`src/rtl/uart_tx_pkg.sv`:
```
// Shared types, parity codes and baud-rate table for the framed UART TX.
// Rate index 0..7 maps to 300..115200 baud at 16x oversampling.
package uart_tx_pkg;

  typedef enum logic [2:0] {
    IDLE,
    START,
    DATA,
    PARITY,
    STOP
  } state_e;

  localparam logic [1:0] PAR_NONE = 2'b00;
  localparam logic [1:0] PAR_EVEN = 2'b01;
  localparam logic [1:0] PAR_ODD  = 2'b10;

  localparam int OVERSAMPLE = 16;

  localparam int RATE_TAB [8] = '{
    300, 1200, 4800, 9600,
    19200, 38400, 57600, 115200
  };

  // Clocks per oversample tick, rounded to nearest.
  function automatic int baud_div(
    input int         clk_hz,
    input logic [2:0] idx
  );
    int den;
    den = OVERSAMPLE * RATE_TAB[idx];
    return (clk_hz + den / 2) / den;
  endfunction

endpackage

```
`src/rtl/uart_baud_gen.sv`:
```
// 16x oversample tick generator for the framed UART TX.
// Emits a one-cycle tick every baud_div(CLK_HZ, baud_select) clocks.
module uart_baud_gen
  import uart_tx_pkg::*;
#(
  parameter int CLK_HZ = 50_000_000
) (
  input  logic       clk,
  input  logic       reset,
  input  logic [2:0] baud_select,
  input  logic       clear,
  output logic       tick
);

  localparam int CNT_W = $clog2(baud_div(CLK_HZ, 3'd0));

  logic [CNT_W-1:0] div_tab [8];
  logic [CNT_W-1:0] cnt_q;
  logic [CNT_W-1:0] cnt_d;

  for (genvar i = 0; i < 8; i++) begin : g_div
    assign div_tab[i] =
      CNT_W'(baud_div(CLK_HZ, 3'(i)) - 1);
  end

  assign tick = (cnt_q == div_tab[baud_select]);

  always_comb begin
    cnt_d = cnt_q + 1'b1;
    if (clear || tick) begin
      cnt_d = '0;
    end
  end

  always_ff @(posedge clk or negedge reset) begin
    if (!reset) begin
      cnt_q <= '0;
    end else begin
      cnt_q <= cnt_d;
    end
  end

endmodule

```
`src/rtl/uart_tx_framed.sv`:
```
// Framed UART transmitter: runtime width/parity/stop format, valid/ready.
// Define UART_TX_FIFO_EN for a FIFO_DEPTH-entry TX FIFO and fifo_level.
module uart_tx_framed
  import uart_tx_pkg::*;
#(
  parameter int CLK_HZ     = 50_000_000,
  parameter int DATA_W     = 8,
  parameter int FIFO_DEPTH = 4
) (
  input  logic              clk,
  input  logic              reset,
  input  logic              tx_en,
  input  logic [2:0]        baud_select,
  input  logic [1:0]        parity_mode,
  input  logic              stop2,
  input  logic [DATA_W-1:0] tx_data,
  input  logic              tx_valid,
  output logic              tx_ready,
  output logic              txd,
  output logic              tx_busy
`ifdef UART_TX_FIFO_EN
  ,
  output logic [$clog2(FIFO_DEPTH):0] fifo_level
`endif
);

  localparam int BIT_W = $clog2(DATA_W);
  localparam logic [BIT_W-1:0] LAST = BIT_W'(DATA_W - 1);

  if (DATA_W < 5 || DATA_W > 9 || FIFO_DEPTH < 2 ||
      (FIFO_DEPTH & (FIFO_DEPTH - 1)) != 0) begin : g_bad_cfg
    $error("uart_tx_framed: illegal DATA_W or FIFO_DEPTH");
  end

  state_e            state_q;
  logic [DATA_W-1:0] sh_q;
  logic [BIT_W-1:0]  bit_q;
  logic [3:0]        os_q;
  logic [2:0]        baud_q;
  logic              par_q;
  logic              par_en_q;
  logic              stop2_q;
  logic              txd_q;
  logic              busy_q;
  logic              run_q;

  logic              load;
  logic [DATA_W-1:0] ld_data;
  logic              tick;
  logic              bit_end;

`ifdef UART_TX_FIFO_EN
  localparam int AW = $clog2(FIFO_DEPTH);

  logic [DATA_W-1:0] mem_q [FIFO_DEPTH];
  logic [AW:0]       wr_q;
  logic [AW:0]       rd_q;
  logic              full;
  logic              empty;
  logic              push;

  assign empty = (wr_q == rd_q);
  assign full  = (wr_q[AW] != rd_q[AW]) &&
                 (wr_q[AW-1:0] == rd_q[AW-1:0]);

  assign tx_ready   = run_q & ~full;
  assign push       = tx_valid & tx_ready;
  assign load       = run_q & tx_en & ~empty & (state_q == IDLE);
  assign ld_data    = mem_q[rd_q[AW-1:0]];
  assign fifo_level = wr_q - rd_q;

  always_ff @(posedge clk) begin
    if (push) begin
      mem_q[wr_q[AW-1:0]] <= tx_data;
    end
  end

  always_ff @(posedge clk or negedge reset) begin
    if (!reset) begin
      wr_q <= '0;
      rd_q <= '0;
    end else begin
      if (push) wr_q <= wr_q + 1'b1;
      if (load) rd_q <= rd_q + 1'b1;
    end
  end
`else
  assign tx_ready = run_q & tx_en & (state_q == IDLE);
  assign load     = tx_valid & tx_ready;
  assign ld_data  = tx_data;
`endif

  uart_baud_gen #(
    .CLK_HZ(CLK_HZ)
  ) u_baud (
    .clk        (clk),
    .reset      (reset),
    .baud_select(baud_q),
    .clear      (load),
    .tick       (tick)
  );

  assign bit_end = tick && (os_q == 4'(OVERSAMPLE - 1));
  assign txd     = txd_q;
  assign tx_busy = busy_q;

  always_ff @(posedge clk or negedge reset) begin
    if (!reset) begin
      state_q  <= IDLE;
      sh_q     <= '0;
      bit_q    <= '0;
      os_q     <= '0;
      baud_q   <= '0;
      par_q    <= 1'b0;
      par_en_q <= 1'b0;
      stop2_q  <= 1'b0;
      txd_q    <= 1'b1;
      busy_q   <= 1'b0;
      run_q    <= 1'b0;
    end else begin
      run_q <= 1'b1;
      if (tick) os_q <= os_q + 1'b1;
      unique case (state_q)
        IDLE: begin
          if (load) begin
            sh_q     <= ld_data;
            par_en_q <= (parity_mode == PAR_EVEN) ||
                        (parity_mode == PAR_ODD);
            par_q    <= (parity_mode == PAR_ODD) ?
                        ~^ld_data : ^ld_data;
            stop2_q  <= stop2;
            baud_q   <= baud_select;
            os_q     <= '0;
            bit_q    <= '0;
            txd_q    <= 1'b0;
            busy_q   <= 1'b1;
            state_q  <= START;
          end
        end
        START: begin
          if (bit_end) begin
            txd_q   <= sh_q[0];
            state_q <= DATA;
          end
        end
        DATA: begin
          if (bit_end) begin
            sh_q  <= sh_q >> 1;
            bit_q <= bit_q + 1'b1;
            if (bit_q == LAST) begin
              bit_q   <= '0;
              txd_q   <= par_en_q ? par_q : 1'b1;
              state_q <= par_en_q ? PARITY : STOP;
            end else begin
              txd_q <= sh_q[1];
            end
          end
        end
        PARITY: begin
          if (bit_end) begin
            txd_q   <= 1'b1;
            state_q <= STOP;
          end
        end
        STOP: begin
          if (bit_end) begin
            if (stop2_q && bit_q == '0) begin
              bit_q <= 1'b1;
            end else begin
              bit_q   <= '0;
              busy_q  <= 1'b0;
              state_q <= IDLE;
            end
          end
        end
        default: begin
          txd_q   <= 1'b1;
          busy_q  <= 1'b0;
          state_q <= IDLE;
        end
      endcase
    end
  end

endmodule

```
`config.mk`:
```
export PLATFORM = sky130hd
export DESIGN_NAME = uart_tx_framed
export DESIGN_NICKNAME = d
export VERILOG_FILES = /design/src/rtl/uart_tx_pkg.sv /design/src/rtl/uart_baud_gen.sv /design/src/rtl/uart_tx_framed.sv
export SDC_FILE = /design/constraint.sdc
export NUM_CORES = 1
export LEC_CHECK = 0
export BUFFER_PORTS_ARGS = -buffer_cell sky130_fd_sc_hd__buf_2
export CAP_MARGIN = 20
export CORE_MARGIN = 5
export CORE_UTILIZATION = 27
export CTS_CLUSTER_DIAMETER = 100
export DETAILED_ROUTE_END_ITERATION = 10
export RECOVER_POWER = 50
export SETUP_SLACK_MARGIN = 0.5
export SYNTH_ARGS = -nofsm -noshare
export SYNTH_HDL_FRONTEND = slang
export SYNTH_HIERARCHICAL = 1
export SYNTH_SLANG_ARGS = --single-unit
```
`constraint.sdc`:
```
create_clock -name clk -period 3.78 [get_ports clk]
set_clock_uncertainty 0.2 [all_clocks]
set_input_delay 0.756 -clock clk [delete_from_list [all_inputs] [get_ports clk]]
set_output_delay 0.756 -clock clk [all_outputs]
set_load 0.05 [all_outputs]
```
==> summary.txt, run 1 <==
Timing
  • Setup Viol. Count Final: 0
  • Slew margin rel.: approximately 5.6%
  • Worst-margin pin slew: approximately 1.4 ns
  • RSZ-0062 raised after global routing: true
  • Max Fclk: roughly 0.3 GHz
  • TNS Setup: 0 ns
  • Minimum clock period: about 3.3 ns
  • Setup WS post-layout: ~0.5 ns
  • Max-slew violations: 0
  • Final hold violations: 0
  • Period utilisation layout: 87.14%

Floorplan
  • I/O Pins: 21
  • Die height: roughly 110 um
  • Core footprint: 9240 um^2
  • Chip width: 107.6 um
  • Initial cell density of the core: roughly 28%
  • Die ar.: between 10000 and 15000 um^2
  • Num rows: 35

Synthesis
  • Total number of yosys warnings: 6
  • Area leader, netlist: dfrtp_1
  • Cell Area, Synth: ~2600 um^2
  • Synth top area share: approximately two fifths
  • Syn_area_per_cell: 9.698 um^2
  • Register bit total from synthesis: 41
  • Number of flops mapped to enable cells by yosys: 0
  • Commonest cells in the netlist: dfrtp_1 (40), nand2_1 (34), mux2_2 (16), xnor2_1 (16)
  • Ys async rst share: between 90% and 100%
  • Syn nets: slightly below 300
  • Distinct cells, synth: 47
  • Most common cell in the netlist: dfrtp_1
  • Main flop type after synthesis: dfrtp_1
  • Mapped Cells: 265
  • Largest cells by area after synthesis: dfrtp_1 (39%), mux2_2 (7.0%), xnor2_1 (5.5%)
  • Sequential share of the synthesized area: about 40%

Min path
  • Hold Path Class: flop to flop

Critical path
  • Crit path cell chain: ha_4 -> a22o_1 -> a2111o_1 -> or4_4 -> nor3_4 -> and4_4 -> nand2_4 -> a211oi_4 -> buf_6 -> mux2_4
  • Required time worst endpoint: 3.75 ns
  • Worst Path Max Fanout: 8
  • Worst Setup Path Type: flop to flop
  • Crit path capture type: flop
  • Slowest stage cell, crit path: or4_4
  • Worst R2R Setup Slack: about 0.49 ns
  • Arr. time, crit path: ~3.3 ns
  • CP peak stage delay: around 0.55 ns
  • Crit path launch type: flop

Place
  • Area post-placement: between 2000 and 3000 um^2
  • IO Port Bufs: 20
  • GPL Wtd Cong: between 0.8 and 0.9
  • Hpwl dp: 3940 um
  • Worst Setup Slack post-DPL: ~0.30 ns

Cells and area
  • Synth-to-Final Area Change: 20.93%
  • Fin area: approximately 3100 um^2
  • Fin nets: 324
  • Util after Layout: roughly 34%
  • Layout cell share with drive strength beyond 1: between 20% and 30%
  • Antenna diodes: 0

Power
  • Internal: around 0.69 mW
  • Final Power: ~0.87 mW
  • Power share of the clock group: approximately 43%
  • Sw power: approximately 0.18 mW
  • Pwr/cell area: ~280 nW/um^2
  • Leakage power: around 1.3 nW
  • Comb pwr share: 5.7%
  • Reg power frac: 51.5%
  • Largest vdd supply drop: between 0.1 and 0.15 mV
  • Sw frac: a little over a fifth

Global route
  • Antenna violations before repair: 0
  • Total global routing overflow: 0
  • First-pass GRT wire length: roughly 10000 um
  • Pin count of the biggest net entering global routing: 42
  • Total track usage: 10.07%
  • Vias in the first global route: approximately 2.0k

Routing
  • TritonRoute pass-1 iters: 4
  • Residual DRC count: 0
  • Vias: between 1.5k and 2k
  • Post-DR vias/cell: around 4.6
  • WL per Instance: 13.05 um
  • WL final: about 5500 um
  • Drt first-iter violations: between 70 and 80
  • Post-route ant nets: 0

Clocking
  • Root Buffer: clkbuf_8
  • Reg clk slew, reported paths: 0.08 ns
  • TritonCTS clock tree: yes
  • H-tree Lvls: 2
  • CTS Sinks: 41
  • Hold Buf Count CTS: 0
  • CTS buffer count: 5
  • Maximum buffer depth of the clock tree: 2
  • Clk_lat worst skew: between 0.2 and 0.3 ns

Run
  • # Max-Cap Violations: 0

Status
  • Status: completed
-- power by group through the flow --
stage | Clock, mW | Sequential [mW] | Combinational [mW]
final | 0.371 | 0.446 | 0.0495
after CTS | 0.382 | 0.446 | 0.0516
after detailed placement | 0 | 0.454 | 0.0514
after global routing | 0.404 | 0.447 | 0.0553
after global placement | 0 | 0.454 | 0.0505
after floorplan | 0 | 0.454 | 0.0276
-- sequential cells by signal (all words and copies together), names as in the netlist --
register and count:
txd 1, tx_busy 1, sh_q 8, par_en_q 1
u_baud/cnt_q 14, run_q 1, stop2_q 1, os_q 4
bit_q 3, state_q 3, par_q 1, baud_q 3
-- critical path, delay by kind of cell (launching register included) --
| kind | cells | cell delay [ns] |
|---|---|---|
| flip-flops | 1 | 0.48 |
| AO/OA/AOI/OAI | 3 | 0.80 |
| multiplexers | 1 | 0.31 |
| adder cells (fa/ha/maj) | 1 | 0.20 |
| buffers and inverters | 1 | 0.19 |
| AND/OR/NAND/NOR | 4 | 0.99 |
-- kinds of logic (layout without fill, tap and decap cells) --
logic type      count (synthesis)  in the layout  synth area share [%]
mux                            22             22                 9.834
fa+ha+maj                      11             11                 5.355
other cells                     1              1                0.1459
xor+xnor                       27             27                 9.737
compound gates                 44             44                 11.88
flops                          41             41                 39.97
simple gates                   92             92                 18.36
buf+inv                        27             58                 4.723
-- worst paths after layout --
kind | from | end | cells after the start
setup / recovery | baud_q[0]$_DFFE_PN0P_ | sh_q[5]$_DFFE_PN0P_ | 10
hold reg to reg | tx_busy$_DFFE_PN0P_ | tx_busy$_DFFE_PN0P_ | 1
hold / removal | tx_busy$_DFFE_PN0P_ | tx_busy$_DFFE_PN0P_ | 1
min in group asynchronous | reset | tx_busy$_DFFE_PN0P_ | 1
max in group asynchronous | reset | baud_q[2]$_DFFE_PN0P_ | 2
setup reg to reg | baud_q[0]$_DFFE_PN0P_ | sh_q[5]$_DFFE_PN0P_ | 10
-- cell usage in the layout (no fill, tap or decap), types with 2 or more instances in the layout --
cell type	instances
a21oi_1	7
inv_2	3
nand2b_1	6
ha_1	9
nor3b_1	4
clkbuf_8	6
mux2i_1	4
buf_2	19
mux2_2	8
ha_4	2
nor2b_1	6
a31oi_1	4
nand4_1	6
nand2_1	34
o21ai_0	7
dfrtp_2	3
clkbuf_1	2
a211oi_1	12
o21ai_1	3
xor2_1	10
nor3_1	2
dfrtp_1	37
buf_4	15
xnor2_1	16
nor2_1	12
inv_1	9
o31ai_1	2
mux2_4	8
nand3_1	11
-- stage by stage --
stage,hold slack (ns),std cells
after CTS,0.2799,420
after floorplan,0.2379,265
after global routing,0.3021,425
final,0.2777,425
after detailed placement,0.2603,405
after global placement,0.2555,405
-- final cells by class --
| type | instances | area [um^2] |
|---|---|---|
| clock buffers | 6 | 82.58 |
| clock inverters | 2 | 37.54 |
| fillers | 955 | 6132 |
| inverters | 13 | 51.30 |
| multi-input cells | 197 | 1518 |
| flip-flops and latches | 41 | 1031 |
| well taps | 129 | 161.4 |
| repair buffers | 37 | 226.5 |
-- layer usage --
metal  GRT usage [%]  vias to the layer above  part of all wire [%]  wire length (um)
met3           1.260                        2                   2.2               120
li1                -                      983                     -                 -
met1           14.30                      946                    50              2772
met2           16.21                       30                    47              2612
met5               0                        -                     0                 0
met4           2.525                        0                  0.72                40
-- repair_timing --
item	CTS	global route
setup buffers	7	4
gates resized for setup	5	8
pin swaps	1	1
hold endpoints to repair	0	0
endpoints found under the setup margin	12	12
(Power assumes the default switching activity.)
==> run 2: changes to the inputs <==
- RECOVER_POWER: 50 -> 25
==> run 2 against run 1 <==
First-iteration DRC count is the same. Worst hold slack is essentially flat. Worst setup slack gained 0.0017 ns. Critical endpoint unchanged. Largest power group unchanged. Highest routed layer unchanged.
==> summary.txt, run 2 (synthesis results as in run 1) <==
Critical path
  • Required time worst endpoint: 3.75 ns
  • Crit path capture type: flop
  • Arr. time, crit path: about 3.3 ns
  • Crit path launch type: flop
  • Worst Setup Path Type: flop to flop
  • Worst Path Max Fanout: 8
  • Worst R2R Setup Slack: between 0.4 and 0.5 ns

Routing
  • WL final: between 5000 and 6000 um
  • TritonRoute pass-1 iters: 4
  • Post-route ant nets: 0
  • Vias: between 1.5k and 2k
  • Drt first-iter violations: 75
  • Post-DR vias/cell: roughly 4.6
  • WL per Instance: 13.04 um
  • Residual DRC count: 0

Cells and area
  • Largest register FFs: 14
  • Fill cells: roughly 950
  • Fin cells: 425
  • Layout cell share with drive strength beyond 1: between 20% and 30%
  • Commonest cells after routing, fill and taps aside: dfrtp_1 (37), nand2_1 (33), buf_2 (19), xnor2_1 (16), buf_4 (15)
  • Antenna diodes: 0
  • Commonest non-fill, non-tap cell in the layout: dfrtp_1
  • Fin area: ~3100 um^2
  • Fin nets: 324
  • Largest Register: u_baud/cnt_q
  • Leading registers by flop count: u_baud/cnt_q (14), sh_q (8), os_q (4)
  • Util after Layout: ~34%
  • Synth-to-Final Area Change: 21.03%

Clocking
  • TritonCTS clock tree: yes
  • Maximum buffer depth of the clock tree: 2
  • CTS Sinks: approximately 40
  • Reg clk slew, reported paths: ~0.080 ns
  • CTS buffer count: 5
  • Root Buffer: clkbuf_8
  • H-tree Lvls: 2
  • Clk_lat worst skew: between 0.2 and 0.3 ns

Floorplan
  • Num rows: 35
  • Core footprint: 9240 um^2
  • I/O Pins: 21
  • Die height: 107.6 um
  • Chip width: 107.6 um
  • Initial cell density of the core: between 20% and 30%
  • Die ar.: 11570 um^2

Global route
  • Pin count of the biggest net entering global routing: 42
  • Antenna violations before repair: 0
  • Total global routing overflow: 0
  • First-pass GRT wire length: between 9000 and 10000 um
  • Vias in the first global route: 2008
  • Total track usage: between 10% and 20%

Place
  • Area post-placement: 2856 um^2
  • Hpwl dp: a little under 4000 um
  • Inst Count DP: 405
  • GPL Wtd Cong: about 0.85
  • IO Port Bufs: 20

Timing
  • Period utilisation layout: slightly below 90%
  • Worst hold slack: between 0.2 and 0.3 ns
  • Slew margin rel.: between 5 and 6%
  • Max-slew violations: 0
  • TNS Setup: 0 ns
  • Minimum clock period: around 3.3 ns
  • Max Fclk: between 0.3 and 0.4 GHz
  • RSZ-0062 raised after global routing: true
  • Final hold violations: 0
  • Setup Viol. Count Final: 0
  • Worst-margin pin slew: 1.416 ns

Power
  • Power share of the clock group: a little over two fifths
  • Comb pwr share: 5.7%
  • Pwr/cell area: between 200 and 300 nW/um^2
  • Largest vdd supply drop: roughly 0.15 mV
  • Sw frac: around a fifth
  • Reg power frac: between 50% and 60%
  • Internal: between 0.6 and 0.7 mW
  • Sw power: 0.1810 mW
  • Leakage power: 1.260 nW

Min path
  • Hold Path Class: flop to flop

Status
  • Status: completed

Run
  • # Max-Cap Violations: 0
==> run 2: path summary, 6_finish.rpt <==
check                                       from                    end  depth (start not counted)
max                        baud_q[0]$_DFFE_PN0P_    sh_q[5]$_DFFE_PN0P_                         10
min                          tx_busy$_DFFE_PN0P_    tx_busy$_DFFE_PN0P_                          1
max reg2reg                baud_q[0]$_DFFE_PN0P_    sh_q[5]$_DFFE_PN0P_                         10
min reg2reg                  tx_busy$_DFFE_PN0P_    tx_busy$_DFFE_PN0P_                          1
max in group asynchronous                  reset  baud_q[2]$_DFFE_PN0P_                          2
min in group asynchronous                  reset    tx_busy$_DFFE_PN0P_                          1
==> run 2: final cells by class <==
type / instances / area [um^2] / area share [%]
Clock buffer: 6 / 82.58 / 2.655
Inverter: 13 / 51.30 / 1.649
Timing Repair Buffer: 37 / 226.5 / 7.281
Multi-Input combinational cell: 197 / 1520 / 48.87
Clock inverter: 2 / 37.54 / 1.207
Tap cell: 129 / 161.4 / 5.189
Sequential cell: 41 / 1031 / 33.15
==> run 2: through the flow <==
stage	power, mW	setup slack [ns]
2_1_floorplan	0.4812	0.3436
6_report	0.8665	0.4876
4_1_cts	0.8798	0.4568
3_3_place_gp	0.5048	0.3671
3_5_place_dp	0.5058	0.2964
5_1_grt	0.9059	0.3655
==> run 2: power by group through the flow <==
stage,clock network (mW),logic [mW],registers [mW]
2_1_floorplan,0,0.0276,0.454
3_3_place_gp,0,0.0505,0.454
3_5_place_dp,0,0.0514,0.454
4_1_cts,0.382,0.0516,0.446
5_1_grt,0.404,0.0554,0.447
6_report,0.371,0.0496,0.446
==> run 2: worst max-delay path: stages, from the launching register on <==
cell	delay [ns]
dfrtp_2	0.48
ha_4	0.20
a22o_1	0.20
a2111o_1	0.38
or4_4	0.55
nor3_4	0.14
and4_4	0.25
nand2_4	0.05
a211oi_4	0.22
buf_6	0.19
mux2_4	0.31
==> run 2: repair_timing <==
| action | 4_1_cts | 5_1_grt |
|---|---|---|
| resized for setup | 5 | 8 |
| buffers inserted | 7 | 4 |
| pin swaps | 1 | 1 |
| setup endpoints to repair | 12 | 12 |
| hold buffers | 0 | 0 |
==> run 2: per-layer routing <==
| layer | vias up | routed length [um] | track usage [%] |
|---|---|---|---|
| met5 | - | 0 | 0 |
| met4 | 0 | 40 | 2.525 |
| met3 | 2 | 120 | 1.260 |
| met2 | 30 | 2603 | 16.21 |
| met1 | 940 | 2774 | 14.30 |
| li1 | 985 | - | - |
